## config.mk

```make
export PLATFORM = sky130hd
export DESIGN_NAME = base_abcast_reg_flat
export DESIGN_NICKNAME = d
export VERILOG_FILES = /design/src/rtl/base_abcast_reg_if.sv /design/src/rtl/base_abcast_reg.sv /design/src/flat_wrapper.sv
export SDC_FILE = /design/constraint.sdc
export NUM_CORES = 1
export LEC_CHECK = 0
export BUFFER_PORTS_ARGS = -buffer_cell sky130_fd_sc_hd__buf_2
export CELL_PAD_IN_SITES_DETAIL_PLACEMENT = 0
export CELL_PAD_IN_SITES_GLOBAL_PLACEMENT = 2
export CORE_AREA = 8 8 45 47
export CTS_CLUSTER_DIAMETER = 150
export CTS_CLUSTER_SIZE = 40
export DETAILED_ROUTE_END_ITERATION = 10
export DIE_AREA = 0 0 53 55
export GPL_TIMING_DRIVEN = 0
export PLACE_DENSITY_LB_ADDON = 0.15
export SLEW_MARGIN = 20
export SYNTH_ARGS = -nofsm -noshare
export SYNTH_HDL_FRONTEND = slang
export SYNTH_SLANG_ARGS = --single-unit
```

## constraint.sdc

```tcl
create_clock -name clk -period 1.3 [get_ports clk]
set_input_delay 0.065 -clock clk [delete_from_list [all_inputs] [get_ports clk]]
set_output_delay 0.065 -clock clk [all_outputs]
set_load 0.05 [all_outputs]
```

## src/rtl/base_abcast_reg_if.sv

```systemverilog
// Stream bundle for the registered broadcast stage: one upstream valid/ready/data
// and `no` downstream valid/ready lanes sharing a single data bus.
interface base_abcast_reg_if #(
    parameter int width = 1,
    parameter int no    = 2
) ();
    logic             i_v;
    logic             i_r;
    logic [width-1:0] i_d;
    logic [no-1:0]    o_v;
    logic [no-1:0]    o_r;
    logic [width-1:0] o_d;

    // master: the environment around the stage (upstream producer and all consumers)
    modport master (
        output i_v, i_d, o_r,
        input  i_r, o_v, o_d
    );

    modport slave (
        input  i_v, i_d, o_r,
        output i_r, o_v, o_d
    );
endinterface

```

## src/rtl/base_abcast_reg.sv

```systemverilog
// One-entry registered broadcast: a captured beat is offered to every consumer
// in parallel and retires once all of them have taken it.
module base_abcast_reg #(
    parameter int width = 1,
    parameter int no    = 2
) (
    input  logic              clk,
    input  logic              reset_n,
    base_abcast_reg_if.slave  bus
);

    logic             full;
    logic [no-1:0]    done;
    logic [width-1:0] dreg;

    logic [no-1:0]    xfer;
    logic             complete;
    logic             acc;

    assign bus.o_v = {no{full}} & ~done;
    assign bus.o_d = dreg;

    assign xfer     = bus.o_v & bus.o_r;
    assign complete = full & (&(done | xfer));

    // Refill is allowed in the same cycle the last consumer takes the beat.
    assign bus.i_r = reset_n & (~full | complete);
    assign acc     = bus.i_v & bus.i_r;

    always_ff @(posedge clk or negedge reset_n) begin
        if (!reset_n) begin
            full <= 1'b0;
            done <= '0;
            dreg <= '0;
        end else if (acc) begin
            full <= 1'b1;
            done <= '0;
            dreg <= bus.i_d;
        end else if (complete) begin
            full <= 1'b0;
            done <= '0;
        end else if (full) begin
            done <= done | xfer;
        end
    end

endmodule

```

## src/flat_wrapper.sv

```systemverilog
// flat-port wrapper written by rule: the top's interface ports become plain ports
module base_abcast_reg_flat 
#(
    parameter int width = 1,
    parameter int no    = 2
)
  (clk, reset_n, bus_i_v, bus_i_d, bus_o_r, bus_i_r, bus_o_v, bus_o_d);
  base_abcast_reg_if #(.width(width), .no(no)) bus_i ();
  input  logic clk;
  input  logic reset_n;
  input wire logic [$bits(bus_i.i_v)-1:0] bus_i_v;
  input wire logic [$bits(bus_i.i_d)-1:0] bus_i_d;
  input wire logic [$bits(bus_i.o_r)-1:0] bus_o_r;
  output wire logic [$bits(bus_i.i_r)-1:0] bus_i_r;
  output wire logic [$bits(bus_i.o_v)-1:0] bus_o_v;
  output wire logic [$bits(bus_i.o_d)-1:0] bus_o_d;
  assign bus_i.i_v = bus_i_v;
  assign bus_i.i_d = bus_i_d;
  assign bus_i.o_r = bus_o_r;
  assign bus_i_r = bus_i.i_r;
  assign bus_o_v = bus_i.o_v;
  assign bus_o_d = bus_i.o_d;
  base_abcast_reg #(.width(width), .no(no)) u_core (.clk(clk), .reset_n(reset_n), .bus(bus_i));
endmodule
```

==> results of run 1 <==
==> layout by cell type (no fill, tap or decap), types with 2 or more instances in the layout <==
cell and instances:
clkbuf_4 4, o21ai_0 2, buf_2 7, nand2_1 4
dfrtp_1 4, buf_4 2
==> area by class of cell <==
| type | instances | area (um2) | area share (%) |
|---|---|---|---|
| clock buffers | 3 | 22.52 | 6.818 |
| well taps | 16 | 20.02 | 6.061 |
| multi-input cells | 16 | 105.1 | 31.82 |
| repair buffers | 12 | 82.58 | 25.00 |
| flip-flops and latches | 4 | 100.1 | 30.30 |
==> repair_timing <==
action,4_1_cts,5_1_grt
hold endpoints to repair,4,0
hold buffers,1,0
endpoints found under the setup margin,1,2
setup buffers,1,1
resized for setup,3,4
pin swaps,1,2
==> Yosys cell counts, drive strengths merged <==
| library cell | instances | share of area, % |
|---|---|---|
| nand2 | 5 | 9.7 |
| dfrtp | 4 | 52 |
| o21ai | 2 | 5.2 |
| a21oi | 1 | 2.6 |
| and2 | 1 | 3.2 |
| and2b | 1 | 4.5 |
| mux2 | 1 | 5.8 |
| nor2 | 1 | 1.9 |
| nor2b | 1 | 3.2 |
| o211ai | 1 | 3.9 |
| o22ai | 1 | 3.2 |
| or4b | 1 | 5.2 |
==> worst register-to-register path, stage by stage, from the launching register on <==
cell and delay [ns]:
dfrtp_1 0.38, o22ai_2 0.09, buf_4 0.13, a21oi_1 0.15
mux2_2 0.34
==> power by group <==
| group | leakage, nW | switching [W] | internal (W) | total (W) |
|---|---|---|---|---|
| Clock | 0.0138 | 0.0000525 | 0.000103 | 0.000156 |
| Sequential | 0.0499 | 0.0000235 | 0.000152 | 0.000175 |
| Combinational | 0.0972 | 0.000152 | 0.0000872 | 0.000239 |
==> cells by family (layout without fill, tap and decap cells) <==
group / count (synthesis) / in the layout
flip-flops: 4 / 4
AO/OA/AOI/OAI: 5 / 5
AND/OR/NAND/NOR: 10 / 10
buffers and inverters: 0 / 15
multiplexers: 1 / 1
==> routing by layer <==
layer | track usage (%) | vias to the layer above
met3 | 3.209 | 0
met1 | 3.664 | 91
met4 | 6.466 | 0
met5 | 0 | -
li1 | - | 104
met2 | 5.469 | 8
==> worst max path at each step <==
stage	start	to	slack [ns]	cells after the start
3_5_place_dp	u_core.done[0]	u_core.bus.o_d	0.14	3
6_report	u_core.done[0]	bus_i_r	0.04	4
4_1_cts	reset_n	u_core.bus.o_d	0.008	5
3_3_place_gp	u_core.done[0]	bus_i_r	0.15	4
5_1_grt	u_core.done[0]	bus_i_r	-0.02	4
2_1_floorplan	u_core.full	bus_o_v[0]	0.10	1
==> flip-flops by register name (all words and copies together) (netlist names) <==
name,count
u_core.done,2
u_core.bus.o_d,1
u_core.full,1
==> stage by stage <==
| step | worst slack, ns | std cells |
|---|---|---|
| final | 0.04224 | 51 |
| after global routing | -0.02438 | 51 |
| after global placement | 0.1536 | 45 |
| after detailed placement | 0.1412 | 45 |
| after floorplan | 0.1025 | 20 |
| after CTS | 0.008488 | 50 |
==> out/metrics.cfg, run 1 <==
[clock_network]
clockBufferDepth=2
worstSkewPairLatency_ns=0.24
cts_buffers=3
cts.clk_slew.worst_paths_ns=0.04
htree_levels=1
clock_sinks=4
cts_tree=yes
root_buffer=clkbuf_4

[yosys]
ys_ff_latch=4
yosysWarningCount=0
synth-compound-area-share_pct=14.84
synth.net_count=26
synthMuxAreaShare_pct=5.806
synth_xor_area_share_pct=0
synthAdderAreaFrac_pct=0
synthSimpleGateAreaFrac_pct=27.74
synth_area_um2=193.9
ys_seq_area_share_pct=51.61
synth_cells=20
synth_top_family_by_area=simple AND/OR/NAND/NOR gates
ys_types=12
avgSynthCellArea_um2=9.697

[placed_design]
dpl.hpwl_um=408.5
placed_cell_area_um2=259.0
port_buffers=9
finalWeightedCongestion=0.5944

[power_and_ir_drop]
power_density_nw_per_um2=1726
total_leakage_power_nw=0.1608
power_w=0.0005702
vdd_drop_max_v=0.0004166

[floorplanning]
die_w_um=53
core_area_um2=1384
rows=14
start_util_pct=14.01
dieArea_um2=2915
die_y_um=55
ios=10

[routing]
maxUsedRoutingLayer=met3
first_iter_violations=3
routed_wl_um=538
route.met3.wl_um=94
met1_length_um=221
route.detailed.drc=0
ant_nets=0
vias=203
wl_per_cell_um=10.55
drt_pass1_iterations=4
met2_wirelength_um=222
routed_via_density=3.980

[final_layout]
post-route-util_pct=23.87
num-fill-cells=167
fin_area_um2=330.3
area_growth_pct=70.32
fin_nets=43
diodes=0
drive_gt1_share_pct=54.29

[setup_path]
r2r_end=u_core.bus.o_d
cp_cell_sequence=o22ai_2, nand2_1, and2_4, buf_8
cp-end-kind=output port
critical_path_class=reg2out
crit_slowest_cell=dfrtp_1
critPathLaunchType=flip-flop
crit_buf_inv=1
crit_family=flip-flops
crit_fanout=2
r2r_start=u_core.done[1]
slowest_delay_ns=0.38
cp.arrival_ns=1.19
worstPathRequired_ns=1.24
r2r_slack_ns=0.09
r2r_cells=4

[timing]
fin_crit_ns=1.258
fmax_mhz=795.1
grt_setup_unrepaired=yes
hold_viol=0
finalSetupTns_ns=0
timing.hold.ws_ns=0.06070
setup_viol=0
relSlewSlack_pct=83.33
worst_pin_slew_ns=0.2518
slew_viol_final=0
skew_ns=0.005186
fin_crit_sh_pct=96.75

[hold_path]
hp-start=bus_i_d
min_path_type=in2reg
whs_path_depth=2
holdPathEnd=u_core.bus.o_d

[grt]
grt_use_total_pct=4.324
overflow=0
antenna_found_initial=0
grt_pass1_vias=212
grt_max_degree=9
grt_first_pass_wirelength_um=821

[outcome]
status=finished, final reports clean

[run]
cap_violations=0

Power figures use the tool's default switching activity.
==> run 2, diff against run 1 <==
RECOVER_POWER = 100   (was default)
==> run 2 against run 1 <==
Effect of this change: sequential power about the same; cell count unchanged; die area unchanged; critical path type unchanged; largest cell class unchanged; largest power group unchanged; highest routed layer unchanged.
==> out/metrics.cfg, run 2 (synthesized netlist as in run 1, its figures left out) <==
[clock_network]
cts_buffers=3  ; unchanged
cts.clk_slew.worst_paths_ns=0.04  ; about the same
cts_tree=yes
htree_levels=1  ; unchanged
clock_sinks=4  ; unchanged
worstSkewPairLatency_ns=0.24  ; about the same
root_buffer=clkbuf_4
clockBufferDepth=2  ; unchanged

[setup_path]
crit_fanout=2  ; unchanged
r2r_start=u_core.done[1]
cp-end-kind=output port
r2r_cells=4  ; unchanged
critPathLaunchType=flip-flop
r2r_end=u_core.bus.o_d
critical_path_class=reg2out
cp.arrival_ns=1.19  ; about the same
worstPathRequired_ns=1.24  ; about the same
r2r_slack_ns=0.09  ; about the same

[grt]
grt_pass1_vias=212  ; unchanged
grt_first_pass_wirelength_um=821  ; unchanged
antenna_found_initial=0  ; unchanged
grt_max_degree=9  ; unchanged
overflow=0  ; unchanged
grt_use_total_pct=4.324  ; unchanged

[floorplanning]
dieArea_um2=2915  ; unchanged
die_w_um=53  ; unchanged
rows=14  ; unchanged
start_util_pct=14.01  ; unchanged
core_area_um2=1384  ; unchanged
ios=10  ; unchanged
die_y_um=55  ; unchanged

[power_and_ir_drop]
power_density_nw_per_um2=1726  ; about the same
vdd_drop_max_v=0.0004166  ; about the same
power_w=0.0005681  ; -0.36%
total_leakage_power_nw=0.1580  ; -1.8%

[routing]
routed_via_density=3.980  ; unchanged
route.met3.wl_um=93  ; -1.1%
first_iter_violations=3  ; unchanged
met1_length_um=224  ; +1.4%
route.detailed.drc=0  ; unchanged
met2_wirelength_um=221  ; -0.45%
maxUsedRoutingLayer=met3
wl_per_cell_um=10.57  ; +0.19%
drt_pass1_iterations=4  ; unchanged
vias=203  ; unchanged
ant_nets=0  ; unchanged
routed_wl_um=539  ; +0.19%

[timing]
relSlewSlack_pct=59.99  ; -23 points
fin_crit_ns=1.258  ; unchanged
timing.hold.ws_ns=0.06070  ; unchanged
fin_crit_sh_pct=96.75  ; unchanged
worst_pin_slew_ns=0.6028  ; +0.3510 ns
grt_setup_unrepaired=yes
hold_viol=0  ; unchanged
setup_viol=0  ; unchanged
slew_viol_final=0  ; unchanged
fmax_mhz=795.1  ; unchanged
skew_ns=0.005186  ; unchanged

[final_layout]
post-route-util_pct=23.78  ; -0.090 points
area_growth_pct=69.68
largest_reg_flops=2  ; unchanged
final_cell_mix=nand2_1 (4), clkbuf_4 (4), buf_2 (4), dfrtp_1 (4)
regMostFlops=u_core.done
num-fill-cells=168  ; +0.60%
fin_nets=43  ; unchanged
drive_gt1_share_pct=51.43  ; -2.9 points
diodes=0  ; unchanged
seq_area_um2=100.1  ; unchanged
multi_input_area_um2=105.1  ; unchanged

[hold_path]
min_path_type=in2reg
whs_path_depth=2  ; unchanged
hp-start=bus_i_d
holdPathEnd=u_core.bus.o_d

[placed_design]
dpl.hpwl_um=408.5  ; unchanged
finalWeightedCongestion=0.5944  ; unchanged
port_buffers=9  ; unchanged

[run]
cap_violations=0  ; unchanged

[outcome]
status=finished, final reports clean

==> run 2: routing by layer <==
layer  up-vias  track usage [%]
met1        91            3.664
met2         8            5.469
li1        104                -
met3         0            3.209
met5         -                0
met4         0            6.466
==> run 2: cell type report <==
type	instances	area share, %
clock buffer	3	6.844
timing repair buffer	12	24.71
tap	16	6.084
multi-input combinational	16	31.94
sequential	4	30.42
==> run 2: repair_timing <==
action,CTS,global route
endpoints found under the hold margin,4,0
pin swaps,1,2
setup buffers,1,1
endpoints found under the setup margin,1,2
hold buffers,1,0
resized for setup,3,4
==> run 2: power breakdown <==
group / leakage, nW / switching (W) / total [W] / internal (W)
Sequential: 0.0499 / 0.0000238 / 0.000176 / 0.000152
Clock: 0.0138 / 0.0000525 / 0.000156 / 0.000103
Combinational: 0.0944 / 0.000153 / 0.000237 / 0.0000842
Total: 0.158 / 0.000229 / 0.000568 / 0.000339
==> run 2: worst max path at each step <==
stage / start / to / slack (ns) / cells after the start
2_1_floorplan: u_core.full / bus_o_v[0] / 0.10 / 1
3_3_place_gp: u_core.done[0] / bus_i_r / 0.15 / 4
3_5_place_dp: u_core.done[0] / u_core.bus.o_d / 0.14 / 3
4_1_cts: reset_n / u_core.bus.o_d / 0.008 / 5
5_1_grt: u_core.done[0] / bus_i_r / -0.02 / 4
6_report: u_core.done[0] / bus_i_r / 0.04 / 4
==> run 2: through the flow <==
step / cell area, um2 / worst slack [ns] / instances / TNS, ns
6_report: 329.1 / 0.04224 / 51 / 0
2_1_floorplan: 193.9 / 0.1025 / 20 / 0
3_5_place_dp: 259.0 / 0.1412 / 45 / 0
4_1_cts: 311.5 / 0.008488 / 50 / 0
5_1_grt: 329.1 / -0.02438 / 51 / -0.02438
3_3_place_gp: 259.0 / 0.1536 / 45 / 0
==> run 2: worst max-delay path, cell delays in order, from the launching register on <==
cell	delay [ns]
dfrtp_1	0.38
o22ai_2	0.19
nand2_1	0.09
and2_4	0.15
buf_8	0.14
